## config.mk

```make
export PLATFORM = sky130hd
export DESIGN_NAME = mode_controller
export DESIGN_NICKNAME = d
export VERILOG_FILES = /design/src/rtl/mode_controller.sv
export SDC_FILE = /design/constraint.sdc
export NUM_CORES = 1
export LEC_CHECK = 0
export ABC_AREA = 0
export CORE_MARGIN = 1.5
export CORE_UTILIZATION = 51
export DETAILED_ROUTE_END_ITERATION = 10
export PLACE_DENSITY = 0.78
export SLEW_MARGIN = 10
export SYNTH_ARGS = -nofsm -noshare
export SYNTH_HDL_FRONTEND = slang
export SYNTH_SLANG_ARGS = --single-unit
```

## constraint.sdc

```tcl
create_clock -name clk -period 2.9 [get_ports clk]
set_clock_uncertainty 0.2 [all_clocks]
set_input_delay 0.87 -clock clk [delete_from_list [all_inputs] [get_ports clk]]
set_output_delay 0.87 -clock clk [all_outputs]
set_load 0.03 [all_outputs]
```

## src/rtl/mode_controller.sv

```systemverilog
// Mode/adjust/alarm sequencing FSM for the clock front panel.
// Turns debounced button pulses and time ticks into field selects, step strobes and alarm ringing.
`timescale 1ns/1ps

module mode_controller (
    input  logic       clk,
    input  logic       rst,
    input  logic       btn_c,
    input  logic       btn_l,
    input  logic       btn_r,
    input  logic       btn_u,
    input  logic       btn_d,
    input  logic       alarm_sw,
    input  logic       sec_tick,
    input  logic       min_tick,
    input  logic       time_eq_alarm,
    output logic       adjust,
    output logic       ENTH,
    output logic       ENTM,
    output logic       sel_alarm,
    output logic       step,
    output logic       updown,
    output logic       buzzer,
    output logic       blink,
    output logic [2:0] state
);

    typedef enum logic [2:0] {
        CLOCK  = 3'd0,
        ADJ_TH = 3'd1,
        ADJ_TM = 3'd2,
        ADJ_AH = 3'd3,
        ADJ_AM = 3'd4,
        RING   = 3'd5
    } state_t;

    state_t     cur_st;
    state_t     nxt_st;
    logic [4:0] adj_tmr;
    logic [4:0] adj_tmr_nxt;
    logic [5:0] ring_tmr;
    logic [5:0] ring_tmr_nxt;

    logic adjust_nxt;
    logic enth_nxt;
    logic entm_nxt;
    logic sel_alarm_nxt;
    logic step_nxt;
    logic updown_nxt;
    logic buzzer_nxt;
    logic blink_nxt;

    logic any_btn;
    logic cur_adj;
    logic nxt_adj;
    logic alarm_hit;
    logic adj_timeout;
    logic ring_done;

    function automatic logic is_adj(input state_t s);
        return (s == ADJ_TH) || (s == ADJ_TM) || (s == ADJ_AH) || (s == ADJ_AM);
    endfunction

    function automatic state_t field_next(input state_t s);
        case (s)
            ADJ_TH:  return ADJ_TM;
            ADJ_TM:  return ADJ_AH;
            ADJ_AH:  return ADJ_AM;
            default: return ADJ_TH;
        endcase
    endfunction

    function automatic state_t field_prev(input state_t s);
        case (s)
            ADJ_TH:  return ADJ_AM;
            ADJ_AM:  return ADJ_AH;
            ADJ_AH:  return ADJ_TM;
            default: return ADJ_TH;
        endcase
    endfunction

    assign any_btn     = btn_c | btn_l | btn_r | btn_u | btn_d;
    assign cur_adj     = is_adj(cur_st);
    assign nxt_adj     = is_adj(nxt_st);
    assign alarm_hit   = min_tick & time_eq_alarm & alarm_sw;
    // A button in the same cycle as the 30th tick clears the count instead of timing out.
    assign adj_timeout = cur_adj & ~any_btn & sec_tick & (adj_tmr == 5'd29);
    assign ring_done   = sec_tick & (ring_tmr == 6'd59);
    assign state       = cur_st;

    always_ff @(posedge clk or negedge rst) begin
        if (!rst) begin
            cur_st    <= CLOCK;
            adj_tmr   <= '0;
            ring_tmr  <= '0;
            adjust    <= 1'b0;
            ENTH      <= 1'b0;
            ENTM      <= 1'b0;
            sel_alarm <= 1'b0;
            step      <= 1'b0;
            updown    <= 1'b0;
            buzzer    <= 1'b0;
            blink     <= 1'b0;
        end else begin
            cur_st    <= nxt_st;
            adj_tmr   <= adj_tmr_nxt;
            ring_tmr  <= ring_tmr_nxt;
            adjust    <= adjust_nxt;
            ENTH      <= enth_nxt;
            ENTM      <= entm_nxt;
            sel_alarm <= sel_alarm_nxt;
            step      <= step_nxt;
            updown    <= updown_nxt;
            buzzer    <= buzzer_nxt;
            blink     <= blink_nxt;
        end
    end

    always_comb begin
        nxt_st        = cur_st;
        adj_tmr_nxt   = '0;
        ring_tmr_nxt  = '0;
        step_nxt      = 1'b0;
        updown_nxt    = updown;
        blink_nxt     = 1'b0;
        adjust_nxt    = 1'b0;
        enth_nxt      = 1'b0;
        entm_nxt      = 1'b0;
        sel_alarm_nxt = 1'b0;
        buzzer_nxt    = 1'b0;

        case (cur_st)
            CLOCK: begin
                if (alarm_hit) begin
                    nxt_st = RING;
                end else if (btn_c) begin
                    nxt_st = ADJ_TH;
                end
            end
            ADJ_TH, ADJ_TM, ADJ_AH, ADJ_AM: begin
                if (btn_c) begin
                    nxt_st = CLOCK;
                end else if (btn_r & ~btn_l) begin
                    nxt_st = field_next(cur_st);
                end else if (btn_l & ~btn_r) begin
                    nxt_st = field_prev(cur_st);
                end else if (adj_timeout) begin
                    nxt_st = CLOCK;
                end
            end
            RING: begin
                if (any_btn | ~alarm_sw | ring_done) begin
                    nxt_st = CLOCK;
                end
            end
            default: nxt_st = CLOCK;
        endcase

        // Up/down only acts when no higher-priority button is present; back-to-back strobes are suppressed.
        if (cur_adj & ~btn_c & ~btn_l & ~btn_r & (btn_u ^ btn_d) & ~step) begin
            step_nxt   = 1'b1;
            updown_nxt = btn_d;
        end

        if (nxt_adj) begin
            blink_nxt = cur_adj ? (blink ^ sec_tick) : 1'b1;
            if (cur_adj & ~any_btn) begin
                adj_tmr_nxt = sec_tick ? adj_tmr + 5'd1 : adj_tmr;
            end
        end

        if ((cur_st == RING) && (nxt_st == RING)) begin
            ring_tmr_nxt = sec_tick ? ring_tmr + 6'd1 : ring_tmr;
        end

        adjust_nxt    = nxt_adj;
        enth_nxt      = (nxt_st == ADJ_TH) || (nxt_st == ADJ_AH);
        entm_nxt      = (nxt_st == ADJ_TM) || (nxt_st == ADJ_AM);
        sel_alarm_nxt = (nxt_st == ADJ_AH) || (nxt_st == ADJ_AM);
        buzzer_nxt    = (nxt_st == RING);
    end

endmodule
```

# == Word-level counts from Yosys, hierarchy flattened ==
# Index checks and enable logic that the tools add are counted.
# op_classes
n_addsub,2
n_eq_ne,14
n_mux,18
bitwise_logic,27
reduce_logical,12
# op_table
operator,n
$pmux W3 S3,3
$mux W3,7
$mux W5,3
$and A1 B1 Y1,13
$eq A3 B2 Y1 const B,4
$eq A3 B3 Y1 const B,4
$mux W6,2
$logic_or A1 B1 Y1,9
$add A6 B1 Y6 const B,1
$eq A3 B1 Y1 const B,2
$eq A6 B6 Y1 const B,1
$not A1 Y1,6
$or A1 B1 Y1,6
$add A5 B1 Y5 const B,1
$eq A5 B5 Y1 const B,1
$reduce_or A4 Y1,1
$logic_not A3 Y1,1
$mux W1,3
$ne A3 B3 Y1 const B,1
$ne A2 B2 Y1 const B,1
$xor A1 B1 Y1,2
$logic_and A1 B1 Y1,1
# word_totals
ff_bits,22
inputBits,11
output_inout_bits,11

# == Longest topological paths before layout ==
# Gate-level depths: netlist (run 1).
# depth
word_depth,18
depth_mapped,8

# == Worst setup path before layout (run 1) ==
# OpenSTA, ideal clock, no wires.
# synth_timing
path_kind,in2reg
from,input btn_r
to,register blink
setup_time_ns,0.135
t_arrival_ns,2.303
required_time_ns,2.565
setup_slack_ns,0.262
cell_stages,6
n_path_buf,1
path_cell_list,buf_6 > or4_4 > nor4_4 > o31ai_2 > a211oi_2 > a211oi_1
# synth_between
elab_chain_cells,17
elab_cells_between_ends,26
# synth_lines
element,line,text
"start, declared",10,"input logic btn_r,"
$or A1 B1 Y1 (3 in a row),82,assign any_btn = btn_c | btn_l | btn_r | btn_u | btn_d;
$not A1 Y1,87,assign adj_timeout = cur_adj & ~any_btn & sec_tick & (adj_tmr == 5'd29);
$and A1 B1 Y1 (3 in a row),87,
$mux W3,147,end else if (adj_timeout) begin
$mux W3,145,end else if (btn_l & ~btn_r) begin
$mux W3,143,end else if (btn_r & ~btn_l) begin
$mux W3,141,if (btn_c) begin
$pmux W3 S3 *,132,case (cur_st)
$eq A3 B1 Y1 / $eq A3 B2 Y1 (equally long branches),61,return (s == ADJ_TH) || (s == ADJ_TM) || (s == ADJ_AH) || (s == ADJ_AM);
$logic_or A1 B1 Y1 (2 in a row),61,
$logic_or A1 B1 Y1 *,61,
$mux W1 *,165,if (nxt_adj) begin
net blink_nxt,51,logic blink_nxt;
"end signal, assigned",115,blink <= blink_nxt;
"end, declared",24,"output logic blink,"
# Mark *: on every way through the listed nets, which the timed path passes. The rest lies on a longest branch.
# A chain may end at the register's enable or synchronous reset.

# == Worst setup path after layout (run 1) ==
# layout_timing
from,input btn_r
to,register adj_tmr[2]
# layout_between
elab_chain_cells,17
elab_cells_between_ends,28
# layout_lines
element,line,text
$or A1 B1 Y1 (3 in a row),82,
$not A1 Y1,"87, 167",
$and A1 B1 Y1,"87, 167",
$and A1 B1 Y1 (2 in a row),87,
$mux W3,147,
$mux W3,145,
$mux W3,143,
$mux W3,141,
$pmux W3 S3,132,
$eq A3 B1 Y1 / $eq A3 B2 Y1 (equally long branches),61,
$logic_or A1 B1 Y1 (3 in a row),61,
$ne A3 B3 Y1 (no source line) / $mux W5 (equally long branches),n/a,
"end signal, assigned",106,adj_tmr <= adj_tmr_nxt;
"end, declared",39,logic [4:0] adj_tmr;
# Parallel ways exist; a longest one is shown, timed or not.

==> results of run 1 <==
-- worst register-to-register path, stage by stage, from the launching register on --
cell and delay [ps]:
dfrtp_1 490, o21a_1 260, or3_4 370, or4_1 470, o2bb2a_2 280, o21ai_0 70
-- per-stage QoR --
stage | hold slack [ps] | utilization [%] | setup TNS (ps) | cell area [sq um]
after floorplan | 304.9 | - | 0 | 1237
after global placement | 295.4 | 69.09 | -915.4 | 1558
after detailed placement | 312.8 | 69.09 | -2111 | 1558
after CTS | 337.4 | 71.42 | 0 | 1610
after global routing | 344.7 | 71.42 | 0 | 1610
final | 332.5 | 71.42 | 0 | 1610
-- cell usage after synthesis (all sizes together) --
library cell / n
a2111o: 1
ha: 3
a32oi: 2
nor4: 5
buf: 5
or3: 1
a21boi: 1
a211oi: 3
o21a: 1
o21ai: 3
nand4: 5
a221oi: 1
nand2: 13
nor3b: 1
o211ai: 1
nor3: 2
mux2: 1
nor2b: 2
a21oi: 3
nor4bb: 1
xor2: 5
nand3: 3
mux2i: 2
o2bb2a: 1
nor2: 15
o31ai: 2
or2b: 1
xnor2: 6
dfrtp: 22
inv: 9
and3: 1
or4: 3
-- state kept, by name, summed over array words and instances, names as in the netlist --
| name | flops |
|---|---|
| ENTH | 1 |
| ENTM | 1 |
| adj_tmr | 5 |
| adjust | 1 |
| blink | 1 |
| buzzer | 1 |
| ring_tmr | 6 |
| sel_alarm | 1 |
| state | 3 |
| step | 1 |
| updown | 1 |
-- worst paths after layout --
check	startpoint	endpoint	slack, ps	depth (start not counted)
min in group asynchronous	rst	state[1]	670	2
max reg2reg	state[0]	adj_tmr[2]	690	5
max in group asynchronous	rst	ring_tmr[0]	1600	2
min	updown	updown	330	1
max	btn_r	adj_tmr[2]	90	6
min reg2reg	updown	updown	330	1
-- power groups by stage --
stage | Clock, mW | Sequential, mW | Combinational, mW
2_1_floorplan | 0 | 0.493 | 0.195
3_3_place_gp | 0 | 0.403 | 0.455
3_5_place_dp | 0 | 0.405 | 0.466
4_1_cts | 0.240 | 0.399 | 0.468
5_1_grt | 0.255 | 0.406 | 0.504
6_report | 0.235 | 0.398 | 0.471
-- cell families (layout without fill, tap and decap cells) --
logic type | Yosys count | count (layout) | synth area share (%)
compound gates | 19 | 19 | 12.03
xor+xnor | 11 | 11 | 7.785
fa+ha+maj | 3 | 3 | 3.034
buf+inv | 14 | 48 | 5.156
flops | 22 | 22 | 44.49
mux | 3 | 3 | 2.528
simple gates | 53 | 53 | 24.97
-- per-layer routing --
| layer | GRT usage, % | part of all wire, % | vias up |
|---|---|---|---|
| met4 | 11.97 | 2.1 | 0 |
| met3 | 6.571 | 6.3 | 5 |
| li1 | - | - | 509 |
| met1 | 28.33 | 41 | 498 |
| met2 | 37.55 | 50 | 42 |
| met5 | 0 | 0 | - |
-- final cells by class --
| class | count | area share, % |
|---|---|---|
| clock buffers | 3 | 1.399 |
| multi-input cells | 89 | 38.69 |
| well taps | 28 | 2.176 |
| inverters | 9 | 2.098 |
| clock inverters | 1 | 1.865 |
| flip-flops and latches | 22 | 34.19 |
| repair buffers | 35 | 19.58 |
==> metrics.txt, run 1 <==
Yosys cell types 40; H-tree Lvls 1; clk slew on worst S/H paths around 110 ps; final worst-path cycle share around 97%; Tot GR Track Use 23.29%; Startpoint Class input port; Max Slew Vio Count 0; syn_nets 139; Seq/Total Area, Yosys between 40% and 50%; initial antenna violation count 0; GRT overflow 0; GPL Wtd Cong slightly below 0.9; CTS tree done; clock root buffer master clkbuf_4; die area 2731 sq um; Post-Place Setup Slack -237.5 ps; post-DR wirelength/cell 13.99 um; Port Buf Inserts 21; # Max-Cap Violations 0; first-pass GRT wire length around 4500 um; Core Region approximately 2300 sq um; Clock power frac between 20% and 30%; sequential standard cell area 550.5 sq um; DR vias around 1100; worst path bufs/invs 1; maximum vdd drop about 0.00044 V; Final HPWL DP ~2000 um; FF+latch count, synth 22; leading cell type in the layout, fill and taps excluded dfrtp_1; Worst Path Required 2890 ps; vias in the first global route between 1000 and 1500; Logic pwr share 42.7%; Placed Cells about 180; Syn Area/Cell 9.899 sq um; final worst slack 94.55 ps; CTS resizes 0; Min Clock Period, post-route roughly 2800 ps; via/cell ratio 5.636; warnings from Yosys 0; CTS buffer count 3; sw frac a little under two fifths; HP Class flip-flop to flip-flop; DRT antenna net count 0; Leak Pwr approximately 0.69 nW; slew margin rel. between 60 and 70%; number of setup buffers added after CTS 0; die height between 50 and 60 um; WL final about 2600 um; Tot Pwr 1.105 mW; I/O pin total 22; share of layout cells above drive strength 1 ~17%; Fillers ~170; worst-margin pin slew around 510 ps; fmax 356.4 MHz; Synth top area share 44.49%; clk_lat worst skew ~320 ps; total clock sinks 22; Slowest cell on crit path or4_4; CP peak stage delay between 500 and 600 ps; Layout Cells excl Fill 187; router iterations before antenna repair 7; CP cell instances clkdlybuf4s50_1 -> or4_4 -> nor4_4 -> o31ai_2 -> a21oi_1 -> o21ai_0; hold bufs inserted after CTS 0; CP Max Fanout 4; initial core utilization approximately 55%; Setup crit end kind flip-flop; Post-route DRC 1; Finish-stage setup viols 0; status complete, but fails checks; failing checks DRC; most frequent cells in the layout 22 x dfrtp_1, 21 x clkdlybuf4s50_1, 15 x nor2_1; worst path arrival time 2800 ps; row cnt 17; cells after synthesis approximately 130; area leader, netlist dfrtp_1; synth-to-layout area growth 30.13%; internal cell power approximately 690 uW; Multi-input gate area about 620 sq um; DR iter-0 viols 35; Layout Nets around 170; pwr dens slightly below 700 nW/um^2; cell family with most CP delay simple AND/OR/NAND/NOR gates; ranking of synthesized cells by area dfrtp_1 44%, nor2_1 4.6%, xnor2_1 4.2%; Flop pwr share 36.0%; Post-Synthesis Cell Area 1237 sq um; RSZ-0062 raised after global routing no; Max clock buf depth 2; hold violation total from the final report 0; largest net degree at the start of global routing 23; antenna fix cells 0; die width approximately 52 um; switching pwr between 400 and 500 uW; Setup CP Type input port to flip-flop
No activity file was read; power rests on OpenSTA's default activity.
==> run 2: changes to the inputs <==
Settings changed: CORE_UTILIZATION 51 to 55, PLACE_DENSITY 0.78 to 0.83.
Clock period 2.9 ns to 3.5 ns, I/O delays scaled along.
==> run 2 against run 1 <==
Compared with the run above: the run now ends clean; routed wire length shrank 2.8%; highest routed layer unchanged; register-to-register slack gained 480 ps; non-clock buffer count shrank 9; first-iteration DRC count shrank 23%; clock-buffer cell count is the same; clock power shrank 16%; power shrank 18%; setup slack gained 270 ps; die area shrank 6.9%; sequential share of layout area grew 1.5 points; design area shrank 4.3%.
==> metrics.txt, run 2 (synthesized netlist as in run 1, its figures left out) <==
status complete, no violations; via/cell ratio 5.740 (+1.8%); leading cell type in the layout, fill and taps excluded dfrtp_1; post-DR wirelength/cell 14.37 um (+2.7%); CP Max Fanout 10 (+6); row cnt 16 (-1); synth-to-layout area growth 24.57%; I/O pin total 22 (unchanged); # Max-Cap Violations 0 (unchanged); die area 2543 sq um (-6.9%); fmax 318.5 MHz; router iterations before antenna repair 4 (-3); final worst-path cycle share between 80% and 90%; Placed Area 1489 sq um (-4.4%); DR vias 1016 (-3.6%); largest net degree at the start of global routing 23 (unchanged); GRT overflow 0 (unchanged); Finish-stage setup viols 0 (unchanged); worst path arrival time 3140 ps (+340 ps); Post-route DRC 0 (-1); first-pass GRT wire length 4498 um (+0.16%); HP Class flip-flop to flip-flop; Leak Pwr 0.6519 nW (-6.1%); most frequent cells in the layout 22 x dfrtp_1, 21 x clkdlybuf4s50_1, 15 x nor2_1; Post-Place Setup Slack 54.98 ps (+292.4 ps); die width 50.43 um (-3.5%); pwr dens 588.1 nW/um^2 (-14%); Min Clock Period, post-route between 3000 and 4000 ps; number of setup buffers added after CTS 0 (unchanged); Layout Nets 165 (-5.2%); Tot GR Track Use 23.31% (about the same); Worst Path Required 3500 ps (+610 ps); clock root buffer master clkbuf_4; DR iter-0 viols 27 (-23%); Setup crit end kind flip-flop; Fillers 156 (-6.6%); total clock sinks 22 (unchanged); Core Region 2042 sq um (-9.4%); slew margin rel. 64.70% (-1.1 points); clk slew on worst S/H paths 130 ps (+20 ps); maximum vdd drop 0.0003758 V (-14%); GPL Wtd Cong 0.8296 (-5.7%); Max clock buf depth 2 (unchanged); WL final 2543 um (-2.8%); Port Buf Inserts 21 (unchanged); hold violation total from the final report 0 (unchanged); CTS buffer count 3 (unchanged); hold bufs inserted after CTS 0 (unchanged); initial antenna violation count 0 (unchanged); worst-margin pin slew 526.6 ps (+16.50 ps); Startpoint Class input port; antenna fix cells 0 (unchanged); setup TNS 0 ps (unchanged); Final Instance Area 1541 sq um (-4.3%); CTS tree done; CTS resizes 0 (unchanged); H-tree Lvls 1 (unchanged); Top reg by flops ring_tmr; Setup CP Type input port to flip-flop; Final Util 75.49% (+4.1 points); vias in the first global route 1034 (+1.7%); Final HPWL DP 1913 um (-5.4%); Largest register FFs 6 (unchanged); clk_lat worst skew 310 ps (about the same); DRT antenna net count 0 (unchanged); share of layout cells above drive strength 1 12.00% (-5.0 points); RSZ-0062 raised after global routing no; die height 50.43 um (-3.5%); final worst slack 360.4 ps (+265.8 ps); Max Slew Vio Count 0 (unchanged); initial core utilization 60.60% (+5.7 points)
-- run 2: through the flow --
| step | hold slack, ps | std cells | power [mW] |
|---|---|---|---|
| after global routing | 359.8 | 177 | 0.9528 |
| final | 336.3 | 177 | 0.9066 |
| after floorplan | 304.9 | 125 | 0.5703 |
| after CTS | 335.5 | 177 | 0.9062 |
| after detailed placement | 315.1 | 173 | 0.7085 |
| after global placement | 293.5 | 173 | 0.6997 |
-- run 2: cell type report --
cell class | count | area, sq um | area share, %
sequential | 22 | 550.5 | 35.71
timing repair buffer | 26 | 247.7 | 16.07
inverter | 9 | 33.78 | 2.192
clock buffer | 3 | 22.52 | 1.461
clock inverter | 1 | 30.03 | 1.948
tap | 27 | 33.78 | 2.192
multi-input combinational | 89 | 623.1 | 40.42
-- run 2: layer usage --
layer  wire [um]  vias to the layer above  global-route usage [%]
met5           0                        -                       0
met4          20                        0                   6.757
met3         110                        4                   2.381
met2        1351                       27                   42.32
met1        1060                      495                   29.18
li1            -                      490                       -
-- run 2: path summary, 6_finish.rpt --
kind	start	end	slack [ps]	cells after the start
setup / recovery	btn_l	blink	360	6
hold / removal	updown	updown	340	1
setup reg to reg	state[0]	adj_tmr[2]	1170	5
hold reg to reg	updown	updown	340	1
max in group asynchronous	rst	updown	2030	2
min in group asynchronous	rst	ENTH	860	2
-- run 2: power by group --
group          total [mW]  switching (mW)  internal [mW]
sequential          0.333          0.0382          0.295
clock               0.198          0.0823          0.116
combinational       0.376           0.221          0.155
total               0.907           0.342          0.565
-- run 2: worst max-delay path, cell delays in order --
cell	delay, ps
clkdlybuf4s50_1	600
or4_4	600
nor4_4	280
o31ai_2	160
a211oi_2	360
a211oi_1	90
